[config.mk]
export PLATFORM = sky130hd
export DESIGN_NAME = univ_shift_reg
export DESIGN_NICKNAME = d
export VERILOG_FILES = /design/src/rtl/univ_shift_reg_pkg.sv /design/src/rtl/usr_bit.sv /design/src/rtl/univ_shift_reg.sv
export SDC_FILE = /design/constraint.sdc
export NUM_CORES = 1
export LEC_CHECK = 0
export CAP_MARGIN = 15
export CORE_MARGIN = 1
export CORE_UTILIZATION = 39
export CTS_BUF_LIST = sky130_fd_sc_hd__clkbuf_8
export DETAILED_ROUTE_END_ITERATION = 12
export PLACE_DENSITY = 0.85
export SYNTH_ARGS = -nofsm -noshare
export SYNTH_HDL_FRONTEND = slang
export SYNTH_SLANG_ARGS = --single-unit
export TNS_END_PERCENT = 20
[constraint.sdc]
create_clock -name clk -period 2 [get_ports clk]
set_input_delay 0.3 -clock clk [delete_from_list [all_inputs] [get_ports clk]]
set_output_delay 0.3 -clock clk [all_outputs]
set_load 0.005 [all_outputs]
[src/rtl/univ_shift_reg_pkg.sv]
// univ_shift_reg_pkg: mode encodings shared by the shift register and its bit slices
package univ_shift_reg_pkg;
  localparam logic [1:0] MODE_HOLD = 2'b00;
  localparam logic [1:0] MODE_SHR  = 2'b01;
  localparam logic [1:0] MODE_SHL  = 2'b10;
  localparam logic [1:0] MODE_LOAD = 2'b11;
endpackage

[src/rtl/usr_bit.sv]
// usr_bit: one register bit with its 4:1 hold/shift-right/shift-left/load next-state mux
module usr_bit
  import univ_shift_reg_pkg::*;
(
  input  logic       clk,
  input  logic       rst,
  input  logic       rst_val,
  input  logic       en,
  input  logic [1:0] mode,
  input  logic       shr_src,
  input  logic       shl_src,
  input  logic       d,
  output logic       q
);
  logic bit_d, bit_q;
  // select the next value of this bit; disabled or hold keeps the current value
  always_comb begin
    bit_d = !en                ? bit_q   :
            mode == MODE_SHR   ? shr_src :
            mode == MODE_SHL   ? shl_src :
            mode == MODE_LOAD  ? d       : bit_q;
  end
  // state flop with synchronous reset taking priority over everything else
  always_ff @(posedge clk) begin
    bit_q <= rst ? rst_val : bit_d;
  end
  assign q = bit_q;
endmodule

[src/rtl/univ_shift_reg.sv]
// univ_shift_reg: universal shift register; define UNIV_SHIFT_REG_ROTATE_EN to let rot wrap edge bits
module univ_shift_reg
  import univ_shift_reg_pkg::*;
#(
  parameter int              WIDTH     = 8,
  parameter logic [WIDTH-1:0] RESET_VAL = '0
) (
  input  logic             clk,
  input  logic             rst,
  input  logic             en,
  input  logic [1:0]       mode,
  input  logic             sr_in,
  input  logic             sl_in,
  input  logic [WIDTH-1:0] D,
  input  logic             rot,
  output logic [WIDTH-1:0] Q,
  output logic [WIDTH-1:0] q,
  output logic             zero
);
  logic             msb_in, lsb_in;
  logic [WIDTH:0]   shr_cat, shl_cat;
  logic [WIDTH-1:0] shr_src, shl_src;
`ifdef UNIV_SHIFT_REG_ROTATE_EN
  // with rotate selected the bit shifted out re-enters at the opposite end
  always_comb begin
    msb_in = rot ? Q[0] : sr_in;
    lsb_in = rot ? Q[WIDTH-1] : sl_in;
  end
`else
  logic unused_rot;
  assign unused_rot = rot;
  // plain shifting: edge bits come straight from the serial inputs
  always_comb begin
    msb_in = sr_in;
    lsb_in = sl_in;
  end
`endif
  // neighbour taps per bit; the extra concat bit keeps WIDTH=1 legal
  always_comb begin
    shr_cat = {msb_in, Q};
    shl_cat = {Q, lsb_in};
    shr_src = shr_cat[WIDTH:1];
    shl_src = shl_cat[WIDTH-1:0];
  end
  for (genvar i = 0; i < WIDTH; i++) begin : g_bit
    usr_bit u_bit (
      .clk     (clk),
      .rst     (rst),
      .rst_val (RESET_VAL[i]),
      .en      (en),
      .mode    (mode),
      .shr_src (shr_src[i]),
      .shl_src (shl_src[i]),
      .d       (D[i]),
      .q       (Q[i])
    );
  end
  assign q    = ~Q;
  assign zero = ~|Q;
endmodule

==> impl_metrics.json, run 1 <==
{
  "finalHoldViolCount": 0,
  "yosysUniqueCellTypes": 13,
  "worstHoldEndpoint": "g_bit[1].u_bit.q$_SDFFE_PP0P_",
  "swShare": 0.251,
  "utilization": 0.690,
  "portBuffers": 31,
  "tightest_slew_ps": 455,
  "ys_seq_area_frac": 0.311,
  "status": "finished clean",
  "synth_cells": 64,
  "finalNonFillerCells": 102,
  "core_area_sq_um": 1170,
  "placedCellCount": 99,
  "die_width_microns": 38.3,
  "synth.area.mux_share": 0.175,
  "worstPathRequired_ps": 1700,
  "ff2ff_setup_slack_ps": 1080,
  "seqPwrFrac": 0.347,
  "hold_start": "g_bit[0].u_bit.q$_SDFFE_PP0P_",
  "drt_iter0_drc": 12,
  "p_per_area_nw_per_um2": 671,
  "tritoncts": "yes",
  "synthSimpleGateAreaFrac": 0.195,
  "path_clk_slew_ps": 40,
  "drt-total-wl_microns": 1370,
  "die_h_microns": 38.3,
  "power_w": 0.000542,
  "synth_compound_area_frac": 0.114,
  "worstSetupPathType": "flip-flop to output pin",
  "crit_path_end_kind": "output pin",
  "area_growth_pct": 57.2,
  "r2r_cells": 3,
  "setup_viol": 0,
  "irDropWorstVdd_uv": 386,
  "largest_register_ffs": 8,
  "start_util": 0.439,
  "dieArea_sq_um": 1470,
  "synth_area_per_cell_sq_um": 8.04,
  "synth-seq-cells": 8,
  "setup_ws_ps": 333,
  "r2r_end": "g_bit[5].u_bit.q$_SDFFE_PP0P_",
  "nFillCells": 98,
  "root_buffer": "clkbuf_8",
  "pin_count": 33,
  "hp-class": "flip-flop to flip-flop",
  "h-tree-depth": 1,
  "via_per_inst": 5.20,
  "grt_max_degree": 11,
  "routabilityCongestion": 0.763,
  "grt_pass1_wl_microns": 2050,
  "synth_area_sq_um": 514,
  "synth_top_family_by_area": "buffers and inverters",
  "clockPowerShare": 0.366,
  "grt_usage": 0.211,
  "max_slew_margin": 0.696,
  "maxSlewViolCount": 0,
  "drcViolationCount": 0,
  "nets": 106,
  "cts_hold_buf": 0,
  "cts_resized": 0,
  "tns_ps": 0,
  "grt_pass1_vias": 479,
  "drv_cap": 0,
  "critPathMaxFanout": 5,
  "ys_warn_count": 0,
  "startpoint_type": "flip-flop",
  "clkSinkCount": 8,
  "num_rows": 12,
  "rsz0062_at_grt": "false",
  "cts_buffer_depth": 2,
  "synth_nets": 80,
  "dpl.hpwl_microns": 995,
  "intPower_w": 0.000406,
  "hold_depth": 2,
  "cts_buffers": 3,
  "skew_ps": 0.436,
  "min_period_over_period": 0.834,
  "n_antenna_cell": 0,
  "worstPathArrival_ps": 1370,
  "clk_latency_ps": 230,
  "dpl_worst_slack_ps": 262,
  "wl_per_cell_microns": 13.4,
  "num_vias": 530,
  "cts_setup_buffers": 0,
  "max_freq_mhz": 600,
  "drive_gt1_frac": 0.148,
  "p_leak_nw": 0.317,
  "antenna_found_initial": 0,
  "pwr-share-comb": 0.287,
  "finalCriticalPeriod_ps": 1670,
  "synth_fa_ha_area_frac": 0,
  "ant_nets": 0,
  "grt_overflow": 0,
  "synth_xor_area_frac": 0,
  "switchingPower_w": 0.000136,
  "first_pass_iters": 4,
  "reg2reg_from": "g_bit[6].u_bit.q$_SDFFE_PP0P_"
}
routing by layer:
metal / GRT usage / up-vias / routed length, microns
met2: 0.352 / 25 / 666
met4: 0.143 / 0 / 29
met3: 0.0349 / 6 / 87
li1: - / 260 / -
met5: 0 / - / 0
met1: 0.245 / 239 / 587
cell type report:
| type | instances | area, sq um | area share |
|---|---|---|---|
| multi-input combinational | 38 | 249 | 0.308 |
| clock buffer | 3 | 41.3 | 0.0511 |
| sequential | 8 | 160 | 0.198 |
| tap | 14 | 17.5 | 0.0217 |
| inverter | 8 | 30.0 | 0.0372 |
| timing repair buffer | 31 | 310 | 0.384 |
cell usage in the layout (no fill, tap or decap):
cell type        netlist  layout
o22ai_1                8       8
dfxtp_1                8       8
nand2_2                1       1
inv_1                  8       8
nand3b_1               1       1
nand4_1                2       2
o21a_2                 1       1
clkdlybuf4s50_1        0      31
mux2_2                 8       8
nor3_1                 8       8
nor2_1                 9       9
clkbuf_8               0       3
cells by family (layout without fill, tap and decap cells):
logic type,Yosys count,in the layout
buf+inv,18,42
compound gates,9,9
simple gates,21,21
flops,8,8
mux,8,8
per-stage QoR:
step           hold slack (ps)  instance area, sq um
3_3_place_gp               509                   767
5_1_grt                    546                   808
4_1_cts                    534                   808
6_report                   531                   808
2_1_floorplan              471                   514
3_5_place_dp               521                   767
critical path, cell delays in order, from the launching register on:
cell and delay [ps]:
dfxtp_1 340, inv_1 90, nand4_1 100, nor2_1 110, clkdlybuf4s50_1 500
synth_stat cells:
cell type	number	area, sq um
nor2_1	9	33.8
buf_4	8	60.1
dfxtp_1	8	160
inv_1	8	30.0
mux2_2	8	90.1
nor3_1	8	40.0
o22ai_1	8	50.1
nand4_1	2	12.5
buf_1	1	3.75
buf_6	1	11.3
nand2_2	1	6.26
nand3b_1	1	7.51
o21a_2	1	8.76
worst max path at each step:
| stage | from | to | slack (ps) | cells past startpoint |
|---|---|---|---|---|
| after floorplan | mode[1] | g_bit[0].u_bit.q$_SDFFE_PP0P_ | 980 | 4 |
| after global placement | mode[1] | g_bit[5].u_bit.q$_SDFFE_PP0P_ | 260 | 4 |
| after detailed placement | mode[1] | g_bit[5].u_bit.q$_SDFFE_PP0P_ | 260 | 4 |
| after CTS | g_bit[6].u_bit.q$_SDFFE_PP0P_ | zero | 330 | 4 |
| after global routing | g_bit[6].u_bit.q$_SDFFE_PP0P_ | zero | 280 | 4 |
| final | g_bit[6].u_bit.q$_SDFFE_PP0P_ | zero | 330 | 4 |
power groups by stage:
stage / combinational, W / sequential, W / clock (W)
global route: 0.000168 / 0.000190 / 0.000212
CTS: 0.000156 / 0.000188 / 0.000201
detailed placement: 0.000155 / 0.000191 / 0
floorplan: 0.0000829 / 0.000187 / 0
finish: 0.000156 / 0.000188 / 0.000199
global placement: 0.000152 / 0.000191 / 0
(Power assumes the default switching activity.)
==> run 2, diff against run 1 <==
--- a/config.mk
+++ b/config.mk
@@ -7,10 +7,10 @@
 export LEC_CHECK = 0
 export CAP_MARGIN = 15
 export CORE_MARGIN = 1
-export CORE_UTILIZATION = 39
+export CORE_UTILIZATION = 36
 export CTS_BUF_LIST = sky130_fd_sc_hd__clkbuf_8
 export DETAILED_ROUTE_END_ITERATION = 12
-export PLACE_DENSITY = 0.85
+export PLACE_DENSITY = 0.8
 export SYNTH_ARGS = -nofsm -noshare
 export SYNTH_HDL_FRONTEND = slang
 export SYNTH_SLANG_ARGS = --single-unit
==> constraint.sdc (replaced) <==
create_clock -name clk -period 1.6 [get_ports clk]
set_input_delay 0.24 -clock clk [delete_from_list [all_inputs] [get_ports clk]]
set_output_delay 0.24 -clock clk [all_outputs]
set_load 0.005 [all_outputs]
==> impl_metrics.json, run 2 (synthesis gave the netlist of run 1 again) <==
{
  "pin_count": 33,
  "power_w": 0.000667,
  "min_period_over_period": 0.891,
  "fin_area_sq_um": 831,
  "reg2reg_from": "g_bit[3].u_bit.q$_SDFFE_PP0P_",
  "p_leak_nw": 0.343,
  "maxUsedRoutingLayer": "met4",
  "nets": 108,
  "grt_pass1_vias": 451,
  "h-tree-depth": 1,
  "die_h_microns": 39.8,
  "wl_met3_microns": 66,
  "status": "finished clean",
  "via_per_inst": 5.03,
  "cp_cell_sequence": "clkdlybuf4s50_1",
  "drcViolationCount": 0,
  "worstPathArrival_ps": 1190,
  "hold_start": "g_bit[1].u_bit.q$_SDFFE_PP0P_",
  "wl_met1_microns": 553,
  "area_growth_pct": 61.6,
  "route.met2.wl_microns": 599,
  "grt_pass1_wl_microns": 1880,
  "finalCriticalPeriod_ps": 1430,
  "worstPathRequired_ps": 1360,
  "wl_per_cell_microns": 11.7,
  "cts_setup_buffers": 0,
  "ff2ff_setup_slack_ps": 670,
  "first_pass_iters": 4,
  "dieArea_sq_um": 1580,
  "max_freq_mhz": 702,
  "drt_iter0_drc": 10,
  "mostFrequentLayoutCells": "30 x clkdlybuf4s50_1, 9 x nor2_1, 8 x mux2_2, 8 x o22ai_1, 8 x nor3_1",
  "critPathMaxFanout": 5,
  "hp-class": "flip-flop to flip-flop",
  "antenna_found_initial": 0,
  "crit_buf_inv": 1,
  "startpoint_type": "flip-flop",
  "hold_depth": 2,
  "num_vias": 528,
  "n_antenna_cell": 0,
  "dpl.hpwl_microns": 963,
  "core_area_sq_um": 1320,
  "grt_max_degree": 9,
  "worstHoldEndpoint": "g_bit[2].u_bit.q$_SDFFE_PP0P_",
  "p_per_area_nw_per_um2": 803,
  "maxSlewViolCount": 0,
  "skew_ps": 1.48,
  "drive_gt1_frac": 0.211,
  "tritoncts": "yes",
  "setup_viol": 0,
  "r2r_end": "g_bit[2].u_bit.q$_SDFFE_PP0P_",
  "start_util": 0.390,
  "routabilityCongestion": 0.739,
  "placedCellCount": 102,
  "tns_ps": 0,
  "irDropWorstVdd_uv": 530,
  "cts_buffer_depth": 2,
  "crit_path_end_kind": "output pin",
  "largest_register_ffs": 8,
  "drt-total-wl_microns": 1230,
  "final_common_cell": "clkdlybuf4s50_1",
  "portBuffers": 31,
  "max_slew_margin": 0.783,
  "r2r_cells": 3,
  "finalNonFillerCells": 105,
  "root_buffer": "clkbuf_8",
  "ant_nets": 0,
  "finalHoldViolCount": 0,
  "tightest_slew_ps": 325,
  "clk_latency_ps": 220,
  "max_stage_delay_ps": 540,
  "cts_buffers": 3,
  "dpl_cell_area_sq_um": 783,
  "worstSetupPathType": "flip-flop to output pin",
  "num_rows": 13,
  "drv_cap": 0,
  "path_clk_slew_ps": 40,
  "clkSinkCount": 8,
  "worst_hold_slack_ps": 519,
  "grt_overflow": 0,
  "grt_usage": 0.184,
  "cpLargestDelayFamily": "buffers and inverters",
  "rsz0062_at_grt": "false",
  "die_width_microns": 39.8,
  "cp_slowest_cell": "clkdlybuf4s50_1"
}
## run 2: cell types whose count changed in the layout (fill, tap and decap cells not counted), sizes merged
| cell | delta |
|---|---|
| buf | +2 |
| clkdlybuf4s50 | -1 |
| dlymetal6s2s | +1 |
## run 2: final cells by class
type	instances	area, sq um
fillers	107	487
repair buffers	33	328
multi-input cells	38	249
flip-flops and latches	8	164
clock buffers	3	41.3
inverters	8	30.0
well taps	15	18.8
## run 2: metrics by stage
| step | util | worst slack (ps) |
|---|---|---|
| 6_report | 0.631 | 175 |
| 5_1_grt | 0.631 | 134 |
| 4_1_cts | 0.626 | 9.19 |
| 3_5_place_dp | 0.594 | 53.5 |
| 3_3_place_gp | 0.594 | 69.9 |
| 2_1_floorplan | - | 644 |
## run 2: per-layer routing
| metal | up-vias | global-route usage |
|---|---|---|
| li1 | 268 | - |
| met1 | 239 | 0.221 |
| met2 | 18 | 0.287 |
| met3 | 3 | 0.0511 |
| met4 | 0 | 0.103 |
| met5 | - | 0 |
## run 2: where the power goes
| group | switching [W] | leakage, nW | internal (W) |
|---|---|---|---|
| logic | 0.0000636 | 0.254 | 0.000130 |
| registers | 0.0000201 | 0.0672 | 0.000218 |
| clock network | 0.0000731 | 0.0216 | 0.000162 |
| total | 0.000157 | 0.343 | 0.000510 |
## run 2: worst max path at each step
stage | startpoint | end | slack, ps | cells past startpoint
detailed placement | mode[1] | g_bit[1].u_bit.q$_SDFFE_PP0P_ | 50 | 5
global placement | mode[1] | g_bit[0].u_bit.q$_SDFFE_PP0P_ | 70 | 5
finish | g_bit[3].u_bit.q$_SDFFE_PP0P_ | Q[3] | 170 | 1
floorplan | mode[1] | g_bit[0].u_bit.q$_SDFFE_PP0P_ | 640 | 4
CTS | g_bit[6].u_bit.q$_SDFFE_PP0P_ | zero | 9 | 4
global route | g_bit[3].u_bit.q$_SDFFE_PP0P_ | Q[3] | 130 | 1
## run 2: timing repair
| item | in CTS | in global routing |
|---|---|---|
| hold buffers | 0 | 0 |
| setup endpoints to repair | 0 | 1 |
| gates resized for setup | 0 | 5 |
